<file path="config.mk">
export PLATFORM = sky130hd
export DESIGN_NAME = sq_cbrt_sum
export DESIGN_NICKNAME = d
export VERILOG_FILES = /design/src/rtl/sq_cbrt_sum.sv
export SDC_FILE = /design/constraint.sdc
export NUM_CORES = 1
export LEC_CHECK = 0
export CORE_UTILIZATION = 55
export CTS_BUF_LIST = sky130_fd_sc_hd__clkbuf_8 sky130_fd_sc_hd__clkbuf_16
export DETAILED_ROUTE_END_ITERATION = 16
export GPL_TIMING_DRIVEN = 0
export PLACE_DENSITY = 0.8
export SLEW_MARGIN = 5
export SYNTH_ARGS = -nofsm -noshare
export SYNTH_HDL_FRONTEND = slang
export SYNTH_SLANG_ARGS = --single-unit
</file>
<file path="constraint.sdc">
create_clock -name clk -period 7.97 [get_ports clk]
set_input_delay 1.1955 -clock clk [delete_from_list [all_inputs] [get_ports clk]]
set_output_delay 1.1955 -clock clk [all_outputs]
set_load 0.005 [all_outputs]
</file>
<file path="src/rtl/sq_cbrt_sum.sv">
`default_nettype none
// ============================================================================
//  Module   : sq_cbrt_sum
//  Purpose  : Computes result = a*a + floor(cbrt(b)) for 8-bit unsigned
//             operands. A shift-add multiplier and an iterative cube-root unit
//             both borrow a single shared 16-bit adder owned by the top level.
//  Options  : SQCB_DONE_EN - adds a one-cycle 'done' pulse after completion.
//  Revision : 1.0 - initial release
// ============================================================================

// ----------------------------------------------------------------------------
// sq_mul: 8x8 shift-add multiplier. It owns no adder: each iteration it
// presents {accumulator, shifted multiplicand or 0} on add_a/add_b and takes
// the sum back on add_sum. Eight iterations, one per multiplier bit.
// ----------------------------------------------------------------------------
module sq_mul (
  input  logic        clk,
  input  logic        rst,
  input  logic        start,
  input  logic [7:0]  a,
  input  logic [7:0]  b,
  output logic        busy,
  output logic [15:0] product,
  output logic [15:0] add_a,
  output logic [15:0] add_b,
  input  logic [15:0] add_sum
);
  logic [15:0] mcand;
  logic [7:0]  mplier;
  logic [15:0] acc;
  logic [7:0]  bit_sel;   // one-hot iteration marker, avoids a counter adder

  // Load operands on start, then accumulate one partial product per cycle
  always_ff @(posedge clk or posedge rst) begin
    if (rst) begin
      mcand   <= 16'd0;
      mplier  <= 8'd0;
      acc     <= 16'd0;
      bit_sel <= 8'd0;
      busy    <= 1'b0;
    end else if (start) begin
      mcand   <= {8'd0, a};
      mplier  <= b;
      acc     <= 16'd0;
      bit_sel <= 8'd1;
      busy    <= 1'b1;
    end else if (busy) begin
      acc     <= add_sum;
      mcand   <= {mcand[14:0], 1'b0};
      mplier  <= {1'b0, mplier[7:1]};
      bit_sel <= {bit_sel[6:0], 1'b0};
      if (bit_sel[7]) busy <= 1'b0;
    end
  end

  assign add_a   = acc;
  assign add_b   = mplier[0] ? mcand : 16'd0;
  assign product = acc;
endmodule

// ----------------------------------------------------------------------------
// sq_cbrt: 8-bit integer cube root by incremental cubes. Keeps
// cube = r^3, delta = (r+1)^3 - r^3 = 3r^2+3r+1 and step = 6(r+1). Each
// candidate takes four adder cycles (cube+delta, delta+step, step+6, r+1);
// it stops as soon as cube+delta exceeds x.
// ----------------------------------------------------------------------------
module sq_cbrt (
  input  logic        clk,
  input  logic        rst,
  input  logic        start,
  input  logic [7:0]  x_i,
  output logic        busy,
  output logic [7:0]  root,
  output logic [15:0] add_a,
  output logic [15:0] add_b,
  input  logic [15:0] add_sum
);
  logic [7:0]  x;
  logic [15:0] cube;
  logic [15:0] delta;
  logic [15:0] step;
  logic [3:0]  phase;     // one-hot sub-step within a candidate

  // Walk candidates upward, one shared-adder operation per cycle
  always_ff @(posedge clk or posedge rst) begin
    if (rst) begin
      x     <= 8'd0;
      root  <= 8'd0;
      cube  <= 16'd0;
      delta <= 16'd0;
      step  <= 16'd0;
      phase <= 4'd0;
      busy  <= 1'b0;
    end else if (start) begin
      x     <= x_i;
      root  <= 8'd0;
      cube  <= 16'd0;
      delta <= 16'd1;
      step  <= 16'd6;
      phase <= 4'b0001;
      busy  <= 1'b1;
    end else if (busy) begin
      if (phase[0]) begin
        if (add_sum > {8'd0, x}) begin
          busy <= 1'b0;
        end else begin
          cube  <= add_sum;
          phase <= 4'b0010;
        end
      end else if (phase[1]) begin
        delta <= add_sum;
        phase <= 4'b0100;
      end else if (phase[2]) begin
        step  <= add_sum;
        phase <= 4'b1000;
      end else begin
        root  <= add_sum[7:0];
        phase <= 4'b0001;
      end
    end
  end

  // Select the operands for the current sub-step
  always_comb begin
    add_a = 16'd0;
    add_b = 16'd0;
    if (busy) begin
      if (phase[0]) begin
        add_a = cube;
        add_b = delta;
      end else if (phase[1]) begin
        add_a = delta;
        add_b = step;
      end else if (phase[2]) begin
        add_a = step;
        add_b = 16'd6;
      end else if (phase[3]) begin
        add_a = {8'd0, root};
        add_b = 16'd1;
      end
    end
  end
endmodule

// ----------------------------------------------------------------------------
// Top level: sequencer, operand latches and the one shared adder.
// ----------------------------------------------------------------------------
module sq_cbrt_sum (
  input  logic        clk,
  input  logic        rst,
  input  logic        start,
  input  logic [7:0]  a_i,
  input  logic [7:0]  b_i,
  output logic [15:0] result,
  output logic        busy
`ifdef SQCB_DONE_EN
  ,
  output logic        done
`endif
);
  localparam logic [2:0] S_IDLE     = 3'd0;
  localparam logic [2:0] S_SQ_RST   = 3'd1;
  localparam logic [2:0] S_SQ_START = 3'd2;
  localparam logic [2:0] S_SQ_RUN   = 3'd3;
  localparam logic [2:0] S_CB_START = 3'd4;
  localparam logic [2:0] S_CB_WAIT  = 3'd5;
  localparam logic [2:0] S_CB_RUN   = 3'd6;
  localparam logic [2:0] S_ADD      = 3'd7;

  logic [2:0]  state;
  logic [7:0]  a_reg;
  logic [7:0]  b_reg;
  logic [15:0] sq;
  logic [15:0] cb;

  logic [15:0] sum_in_a;
  logic [15:0] sum_in_b;
  logic [15:0] sum_out;

  logic        mul_rst;
  logic        mul_start;
  logic        mul_busy;
  logic [15:0] mul_product;
  logic [15:0] mul_add_a;
  logic [15:0] mul_add_b;

  logic        cb_start;
  logic        cb_busy;
  logic [7:0]  cb_root;
  logic [15:0] cb_add_a;
  logic [15:0] cb_add_b;

  // The single shared adder; the maximum result 65031 never wraps
  assign sum_out = sum_in_a + sum_in_b;

  // The multiplier is cleared in SQ_RST so each operation starts from a clean unit
  assign mul_rst   = rst | (state == S_SQ_RST);
  assign mul_start = (state == S_SQ_START);
  assign cb_start  = (state == S_CB_START);
  assign busy      = (state != S_IDLE);

  sq_mul u_mul (
    .clk     (clk),
    .rst     (mul_rst),
    .start   (mul_start),
    .a       (a_reg),
    .b       (a_reg),
    .busy    (mul_busy),
    .product (mul_product),
    .add_a   (mul_add_a),
    .add_b   (mul_add_b),
    .add_sum (sum_out)
  );

  sq_cbrt u_cbrt (
    .clk     (clk),
    .rst     (rst),
    .start   (cb_start),
    .x_i     (b_reg),
    .busy    (cb_busy),
    .root    (cb_root),
    .add_a   (cb_add_a),
    .add_b   (cb_add_b),
    .add_sum (sum_out)
  );

  // Route the adder to whichever unit owns it in the current state
  always_comb begin
    sum_in_a = 16'd0;
    sum_in_b = 16'd0;
    case (state)
      S_SQ_RUN: begin
        sum_in_a = mul_add_a;
        sum_in_b = mul_add_b;
      end
      S_CB_WAIT, S_CB_RUN: begin
        sum_in_a = cb_add_a;
        sum_in_b = cb_add_b;
      end
      S_ADD: begin
        sum_in_a = sq;
        sum_in_b = cb;
      end
      default: begin
        sum_in_a = 16'd0;
        sum_in_b = 16'd0;
      end
    endcase
  end

  // Sequencer: latch operands, run square then cube root, then add
  always_ff @(posedge clk or posedge rst) begin
    if (rst) begin
      state  <= S_IDLE;
      a_reg  <= 8'd0;
      b_reg  <= 8'd0;
      sq     <= 16'd0;
      cb     <= 16'd0;
      result <= 16'd0;
    end else begin
      case (state)
        S_IDLE: begin
          if (start) begin
            a_reg <= a_i;
            b_reg <= b_i;
            state <= S_SQ_RST;
          end
        end
        S_SQ_RST:   state <= S_SQ_START;
        S_SQ_START: state <= S_SQ_RUN;
        S_SQ_RUN: begin
          if (!mul_busy) begin
            sq    <= mul_product;
            state <= S_CB_START;
          end
        end
        S_CB_START: state <= S_CB_WAIT;
        S_CB_WAIT:  state <= S_CB_RUN;
        S_CB_RUN: begin
          if (!cb_busy) begin
            cb    <= {8'd0, cb_root};
            state <= S_ADD;
          end
        end
        S_ADD: begin
          result <= sum_out;
          state  <= S_IDLE;
        end
        default: state <= S_IDLE;
      endcase
    end
  end

`ifdef SQCB_DONE_EN
  // One-cycle completion pulse, aligned with the first cycle of the new result
  always_ff @(posedge clk or posedge rst) begin
    if (rst) begin
      done <= 1'b0;
    end else begin
      done <= (state == S_ADD);
    end
  end
`endif
endmodule
`default_nettype wire

</file>
Word level (Yosys, flattened, before mapping)
Cells that the tools add are included.

storage, ports and cells
  output and inout port bits = 17
  bits of input ports = 19
  word-level logic and storage cells = 112
  flip-flop bits (word level) = 177

operators by class
  muxes and demuxes = 56
  order comparisons = 1
  reductions and logical operators = 17
  bitwise gates (word level) = 3
  equal/unequal tests = 15
  add/subtract/negate cells = 1

operators with widths
  operator                                              count
  two-way mux 16 bit                                    26
  one-hot mux 16 bit (3 select lines)                   2
  two-way mux 8 bit                                     10
  two-way mux 4 bit                                     6
  one-hot mux 3 bit (8 select lines)                    1
  adder 16 bit                                          1
  > comparator 16 x 8 -> 1 bit                          1
  != test 2 bit (second input constant)                 7
  equality test 3 bit (second input constant)           4
  nonzero test 2 bit                                    5
  two-way mux 3 bit                                     3
  AND reduction 3 bit                                   3
  two-way mux 1 bit                                     8
  AND reduction 2 bit                                   4
  AND reduction 4 bit                                   2
  equality test 3 x 2 -> 1 bit (second input constant)  2
  equality test 3 x 1 -> 1 bit (second input constant)  1
  zero test 3 bit                                       1
  != test 3 bit (second input constant)                 1
  nonzero test 3 bit                                    1
  NOT 1 bit                                             2
  OR reduction 2 bit                                    1
  bitwise OR 1 bit                                      1

Depth between registers and ports, before layout
  depth after elaboration = 12
  gate-level depth with buffers = 21
  gate-level depth less buffers = 19

Modules after synthesis
From an unflattened synthesis, not the netlist that was laid out.

second synthesis, totals
  cell total of the unflattened synthesis = 961
  area, all modules = 9480.3 um2

by module, submodules not included
  module       instances  cells each  area each (um2)  sequential area each (um2)
  sq_cbrt      1          418         3633.5           1726.7
  sq_cbrt_sum  1          334         3534.6           1476.4
  sq_mul       1          209         2312.2           1226.2

Least setup slack after synthesis
No wires, ideal clock.

  path kind = register to register
  from = reg state[0]
  to = reg u_cbrt.cube[15]
  period minus slack after synthesis = 4.532 ns
  arrival = 4.412 ns
  setup time = 0.120 ns
  data required time = 7.850 ns
  stages on the path, launching flop included = 20
  path slack = 3.438 ns
  path buffers = 3
  cells stage by stage = dfrtp_1 ha_1 clkbuf_1 and2_1 clkbuf_1 a22oi_1 o21ai_0 ha_1 fa_1 a211oi_1 o21ai_0 xor2_1 ha_1 nand2_1 o21ai_0 o22a_1 a2111oi_4 nand4_4 buf_6 and3_1

between the ends
  elaborated cells on any way between the ends = 18
  those cells by class = 1 x add/sub; 1 x order compare; 6 x eq/ne; 6 x mux; 4 x reduce/logical

RTL lines
  item                                 line  text
  start, declared                      170   logic [2:0] state;
  start signal, assigned               254   state <= S_IDLE;
  start signal, assigned               266   state <= S_SQ_RST;
  start signal, assigned               269   S_SQ_RST: state <= S_SQ_START;
  equality test 3 bit                  231   case (state)
  OR reduction 2 bit                   231
  one-hot mux 16 bit (3 select lines)  231
  adder 16 bit *                       194   assign sum_out = sum_in_a + sum_in_b;
  via sum_out[6]                       178   logic [15:0] sum_out;
  > comparator 16 x 8 -> 1 bit *       104   if (add_sum > {8'd0, x}) begin
  != test 2 bit (no line) *            -
  AND reduction 3 bit (no line) *      -
  end signal, assigned                 107   cube <= add_sum;
  end, declared                        79    logic [15:0] cube;

Mark *: on every way through the listed nets, which the timed path passes. The rest lies on a longest branch. The select of a mux whose other input is x is not followed.
A chain may end at the register's enable or synchronous reset.

Final worst setup path
Ends and elaborated chain as after synthesis.

==> impl_metrics.json <==
{
  "cpPeakStageDelay_ps": 750,
  "clockBufferDepth": 2,
  "worstPathArrival_ps": 6350,
  "place_area_sq_um": 10100,
  "cp-start-kind": "register",
  "cts_buffers": 17,
  "ys_seq_area_frac": 0.473,
  "vias": 7785,
  "avgSynthCellArea_sq_um": 9.31,
  "period_minus_slack_ps": 6020,
  "ys.flop_type": "dfrtp_1",
  "fillerInstances": 1376,
  "cts_tree": "built",
  "mostFrequentLayoutCells": "193 x nand2_1, 177 x dfrtp_1, 106 x a21oi_1",
  "crit_path_end_kind": "register",
  "antenna_found_initial": 0,
  "dpl.hpwl_mm": 18.0,
  "final.setup_skew_ps": 8.90,
  "path_delay_family": "compound AO/OA/AOI/OAI gates",
  "ios": 36,
  "h-tree-depth": 4,
  "place_ws_ps": 2180,
  "worstHoldPathType": "register to register",
  "leakage_nw": 5.11,
  "die_w_microns": 132,
  "drive_gt1_frac": 0.101,
  "worst_slew_pin_slew_ps": 1020,
  "area_delta_synth_final_pct": 13.7,
  "viasPerCell": 6.02,
  "relSlewSlack": 0.318,
  "synthArstFlopShare": 1.00,
  "cts_setup_buffers": 0,
  "core_sq_um": 16600,
  "synth_warnings": 0,
  "nets": 1109,
  "drc": 0,
  "dr.pass1.iters": 5,
  "grt_usage": 0.294,
  "synth.distinct_cells": 53,
  "min_period_over_period": 0.756,
  "finalHoldViolations": 0,
  "critPathBufInv": 3,
  "crit_chain": "ha_1, clkbuf_1, and2_1, clkbuf_1, a22oi_1, o21ai_0, ha_1, fa_1, a211oi_1, o21ai_0, xor2_1, ha_1, nand4_1, a21oi_1, o22a_1, a2111oi_4, nand4_4, buf_6, and3_1",
  "grt_pass1_wl_mm": 39.4,
  "cp_common_cell": "ha_1",
  "path_class": "register to register",
  "routed_wl_mm": 24.7,
  "gp_congestion": 0.932,
  "drt.antenna.violating_nets": 0,
  "stdcell_area_sq_um": 10600,
  "cts_root_buffer": "clkbuf_16",
  "num_antenna_cells": 0,
  "wl_per_cell_microns": 19.1,
  "dieArea_sq_um": 17500,
  "insertion_delay_ps": 440,
  "drv_cap": 0,
  "rsz0062_at_grt": "no",
  "worstPathRequired_ps": 8290,
  "drtIter0Drc": 786,
  "placement_rows": 47,
  "cpMaxStageDelayCell": "xor2_1",
  "fmax_mhz": 166,
  "die_height_microns": 132,
  "grt_pass1_vias": 7524,
  "netlist_area_sq_um": 9360,
  "final_common_cell": "nand2_1",
  "start_util": 0.565,
  "numClockSinks": 177,
  "cts.clk_slew.worst_paths_ps": 60,
  "grt-ovfl-total": 0,
  "fin_tns_setup_ps": 0,
  "status": "finished clean",
  "ir_worst_vdd_v": 0.000225,
  "power_mw": 3.75,
  "holdBufCountCts": 0,
  "cp_max_fo": 10,
  "setup_ws_ps": 1950,
  "grt_max_degree": 91,
  "syn_nets": 1053,
  "ys_ff_latch": 177,
  "power_density_nw_per_um2": 352,
  "synth_cells": 1006,
  "setup_viol": 0,
  "io_buffers": 35,
  "maxSlewViolCount": 0,
  "post_cts_resized": 0,
  "synth_edf_count": 0
}
-- Yosys cell counts (4+ instances only) --
cell | instances | share of area
nand2_1 | 193 | 0.077
dfrtp_1 | 177 | 0.47
a21oi_1 | 107 | 0.057
nor2_1 | 97 | 0.039
o21ai_0 | 65 | 0.035
mux2_2 | 58 | 0.070
mux2i_1 | 52 | 0.056
clkbuf_1 | 50 | 0.020
ha_1 | 27 | 0.036
inv_1 | 18 | 0.0072
a21o_1 | 13 | 0.010
and3_1 | 13 | 0.0087
a22oi_1 | 12 | 0.0096
and2_1 | 11 | 0.0074
a211oi_1 | 10 | 0.0080
buf_1 | 10 | 0.0040
o211ai_1 | 9 | 0.0072
a22o_1 | 8 | 0.0075
nor3_1 | 6 | 0.0032
nand3_1 | 5 | 0.0027
xnor2_1 | 5 | 0.0047
nor2b_1 | 4 | 0.0027
-- worst paths after layout --
| check | slack [ps] | from | depth (start not counted) | end |
|---|---|---|---|---|
| min in group asynchronous | 920 | state[0] | 2 | u_mul.bit_sel[6] |
| min | 480 | u_mul.bit_sel[7] | 1 | u_mul.busy |
| min reg2reg | 480 | u_mul.bit_sel[7] | 1 | u_mul.busy |
| max in group asynchronous | 5890 | rst | 3 | u_mul.add_a[6] |
| max reg2reg | 1950 | state[0] | 19 | u_cbrt.cube[15] |
| max | 1950 | state[0] | 19 | u_cbrt.cube[15] |
-- worst register-to-register path, cell delays in order (launching register included) --
cell and delay (ps):
dfrtp_1 410, ha_1 310, clkbuf_1 270, and2_1 250, clkbuf_1 280, a22oi_1 260, o21ai_0 110, ha_1 250
fa_1 450, a211oi_1 360, o21ai_0 270, xor2_1 760, ha_1 390, nand4_1 130, a21oi_1 50, o22a_1 250
a2111oi_4 470, nand4_4 230, buf_6 230, and3_1 190
-- area by class of cell --
type                    instances  area (sq um)  share of cell area
repair buffers                 37           398              0.0374
clock inverters                11           131              0.0123
clock buffers                  19           453              0.0425
multi-input cells             746          4630               0.435
plain buffers                  65           259              0.0243
well taps                     220           275              0.0259
flip-flops and latches        177          4430               0.416
inverters                      18          72.6             0.00682
-- per-stage QoR --
step / hold slack (ps) / instances / utilization
floorplan: 424 / 1006 / -
global placement: 453 / 1261 / 0.602
detailed placement: 463 / 1263 / 0.607
CTS: 479 / 1293 / 0.642
global route: 502 / 1293 / 0.642
finish: 475 / 1293 / 0.642
-- cell families after synthesis --
| group | after synthesis | synth area share |
|---|---|---|
| and+or+nand+nor | 353 | 0.161 |
| adders and majority gates | 28 | 0.0382 |
| buffers and inverters | 83 | 0.0349 |
| xor gates and xnor gates | 7 | 0.00655 |
| DFF | 177 | 0.473 |
| AOI/OAI and AO/OA | 248 | 0.161 |
| muxes | 110 | 0.125 |
-- power breakdown --
| part | internal (mW) | total [mW] | switching [mW] | leakage, nW |
|---|---|---|---|---|
| registers | 1.17 | 1.36 | 0.194 | 2.36 |
| logic | 0.585 | 1.55 | 0.962 | 2.46 |
| clock network | 0.480 | 0.841 | 0.362 | 0.295 |
-- routing by layer --
layer | vias up | track usage | wire length [microns]
li1 | 3591 | - | -
met3 | 68 | 0.0613 | 1560
met5 | - | 0 | 0
met1 | 3804 | 0.385 | 10500
met4 | 0 | 0.137 | 961
met2 | 322 | 0.470 | 11600
Power figures use the tool's default switching activity.
==> edit: new RTL, config.mk and constraints unchanged <==
Put a register stage on the output `busy`, cleared by the reset. The value now appears one clock later. The other outputs are not delayed to match.
--- a/src/rtl/sq_cbrt_sum.sv
+++ b/src/rtl/sq_cbrt_sum.sv
@@ -167,6 +167,8 @@
   localparam logic [2:0] S_CB_RUN   = 3'd6;
   localparam logic [2:0] S_ADD      = 3'd7;
 
+  logic busy_d;
+
   logic [2:0]  state;
   logic [7:0]  a_reg;
   logic [7:0]  b_reg;
@@ -197,7 +199,7 @@
   assign mul_rst   = rst | (state == S_SQ_RST);
   assign mul_start = (state == S_SQ_START);
   assign cb_start  = (state == S_CB_START);
-  assign busy      = (state != S_IDLE);
+  assign busy_d    = (state != S_IDLE);
 
   sq_mul u_mul (
     .clk     (clk),
@@ -301,6 +303,14 @@
     end
   end
 `endif
+  always_ff @(posedge clk or posedge rst) begin
+    if (rst) begin
+      busy <= '0;
+    end else begin
+      busy <= busy_d;
+    end
+  end
+
 endmodule
 `default_nettype wire
 
Check against the original RTL: not equivalent (a bounded check fails within 4 cycles, from zero or initial values and one cycle with rst high).
==> edit against the unedited design <==
The flow now finishes with violations (max-capacitance violations, max-slew violations); count of clock-buffer cells in the layout down 2; synthesized area up 0.27%; cell count up 0.15%; routed wire length up 0.53%; design area down 0.15%; fmax up 0.74%; power down 1.1%; worst setup slack better by 0.044 ns; clock power down 4.6%; sequential share of layout area up 0.30 points; sequential cell count up 1; critical endpoint unchanged; largest power group unchanged.
==> edit: results (changes against the unedited design) <==
Min Hold Slack=0.477 ns (+0.00149 ns); gp weighted congestion=0.939 (+0.71%); Sw Ratio=41.6% (+1.1 points); final worst slack=1.99 ns (+0.0443 ns); DP HPWL=18,000 um (about the same); via count=7,819 (+0.44%); Iter 0 DRT Violations=735 (-6.5%); max_cap viols=1 (+1); largest net degree at the start of global routing=85 (-6.6%); Hold Crit Class=reg -> reg; static leakage=5.10 nW (-0.29%); failing checks=max-capacitance violations, max-slew violations; ratio of cells with drive above 1 in the final layout=10.0% (-0.019 points); Synth area leaders=dfrtp_1 47%, nand2_1 7.7%, mux2_2 7.0%; hold path depth=2 (+1); worst vdd ir=0.206 mV (-8.5%); Final Max Tran Viols=6 (+6); Worst Skew=0.0124 ns (+0.00352 ns); post-place setup slack=2.16 ns (-0.0194 ns); vias in the first global route=7,546 (+0.29%); Seq/Total Area, Yosys=47.4% (+0.14 points); Net count, final=1,110 (+0.090%); relative slew slack=-5.49% (-37 points); status=finished with violations; Arr. time, crit path=6.31 ns (-0.04 ns); Reg clk slew, reported paths=0.08 ns (+0.02 ns); Total GRT Usage=29.6% (+0.20 points); syn_nets=1,054 (+0.095%); Worst R2R Path Depth=19 (unchanged); Synth top cells by count=193 x nand2_1, 178 x dfrtp_1, 107 x a21oi_1, 97 x nor2_1, 65 x o21ai_0; flop-to-flop setup slack=1.99 ns (+0.04 ns)
[edit: final timing paths]
path	start	to
setup / recovery	state[1]	u_cbrt.cube[15]
hold / removal	b_reg[0]	u_cbrt.x[0]
setup reg to reg	state[1]	u_cbrt.cube[15]
hold reg to reg	b_reg[0]	u_cbrt.x[0]
max in group asynchronous	rst	u_mul.add_a[7]
min in group asynchronous	state[2]	u_mul.mcand[15]
[edit: layer usage]
layer	global-route usage [%]	vias up	wire (um)
met5	0	-	0
met4	13.8	0	1030
met3	5.52	81	1570
met2	46.1	308	11500
met1	40.2	3810	10700
li1	-	3620	-
[edit: cell type report]
cell class	count	area [sq um]
fillers	1326	6010
multi-input cells	746	4620
inverters	18	72.6
clock buffers	17	425
repair buffers	37	398
flip-flops and latches	178	4450
clock inverters	14	123
well taps	220	275
plain buffers	65	259
[edit: logic make-up (layout without fill, tap and decap cells)]
group	count (synthesis)	in the layout	synth area share, %
AO/OA/AOI/OAI	248	248	16.0
XOR/XNOR	7	7	0.653
adder cells (fa/ha/maj)	28	28	3.81
buffers and inverters	83	151	3.48
flip-flops	178	178	47.4
multiplexers	110	110	12.5
AND/OR/NAND/NOR	353	353	16.1
[edit: critical path, cell delays in order, from the launching register on]
cell	delay (ns)
dfrtp_1	0.39
ha_1	0.32
clkbuf_1	0.44
and2_1	0.23
clkbuf_1	0.46
a22oi_1	0.18
o21ai_0	0.11
ha_1	0.26
fa_1	0.27
a211oi_1	0.12
o21ai_0	0.41
xor2_1	0.78
ha_1	0.40
nand4_1	0.12
a21oi_1	0.06
o22a_1	0.25
a2111oi_4	0.45
nand4_4	0.21
buf_6	0.22
and3_1	0.18
[edit: power by group through the flow]
stage	registers [mW]	clock network, mW	logic [mW]
floorplan	1.31	0	1.09
global placement	1.37	0	1.46
global route	1.40	0.845	1.68
CTS	1.36	0.807	1.52
detailed placement	1.38	0	1.51
finish	1.37	0.802	1.54
[edit: through the flow]
stage               util, %  instances  area (sq um)
global placement       60.2       1262         10000
finish                 63.9       1295         10600
floorplan                 -       1007          9390
global route           63.9       1295         10600
CTS                    63.9       1295         10600
detailed placement     60.6       1264         10100
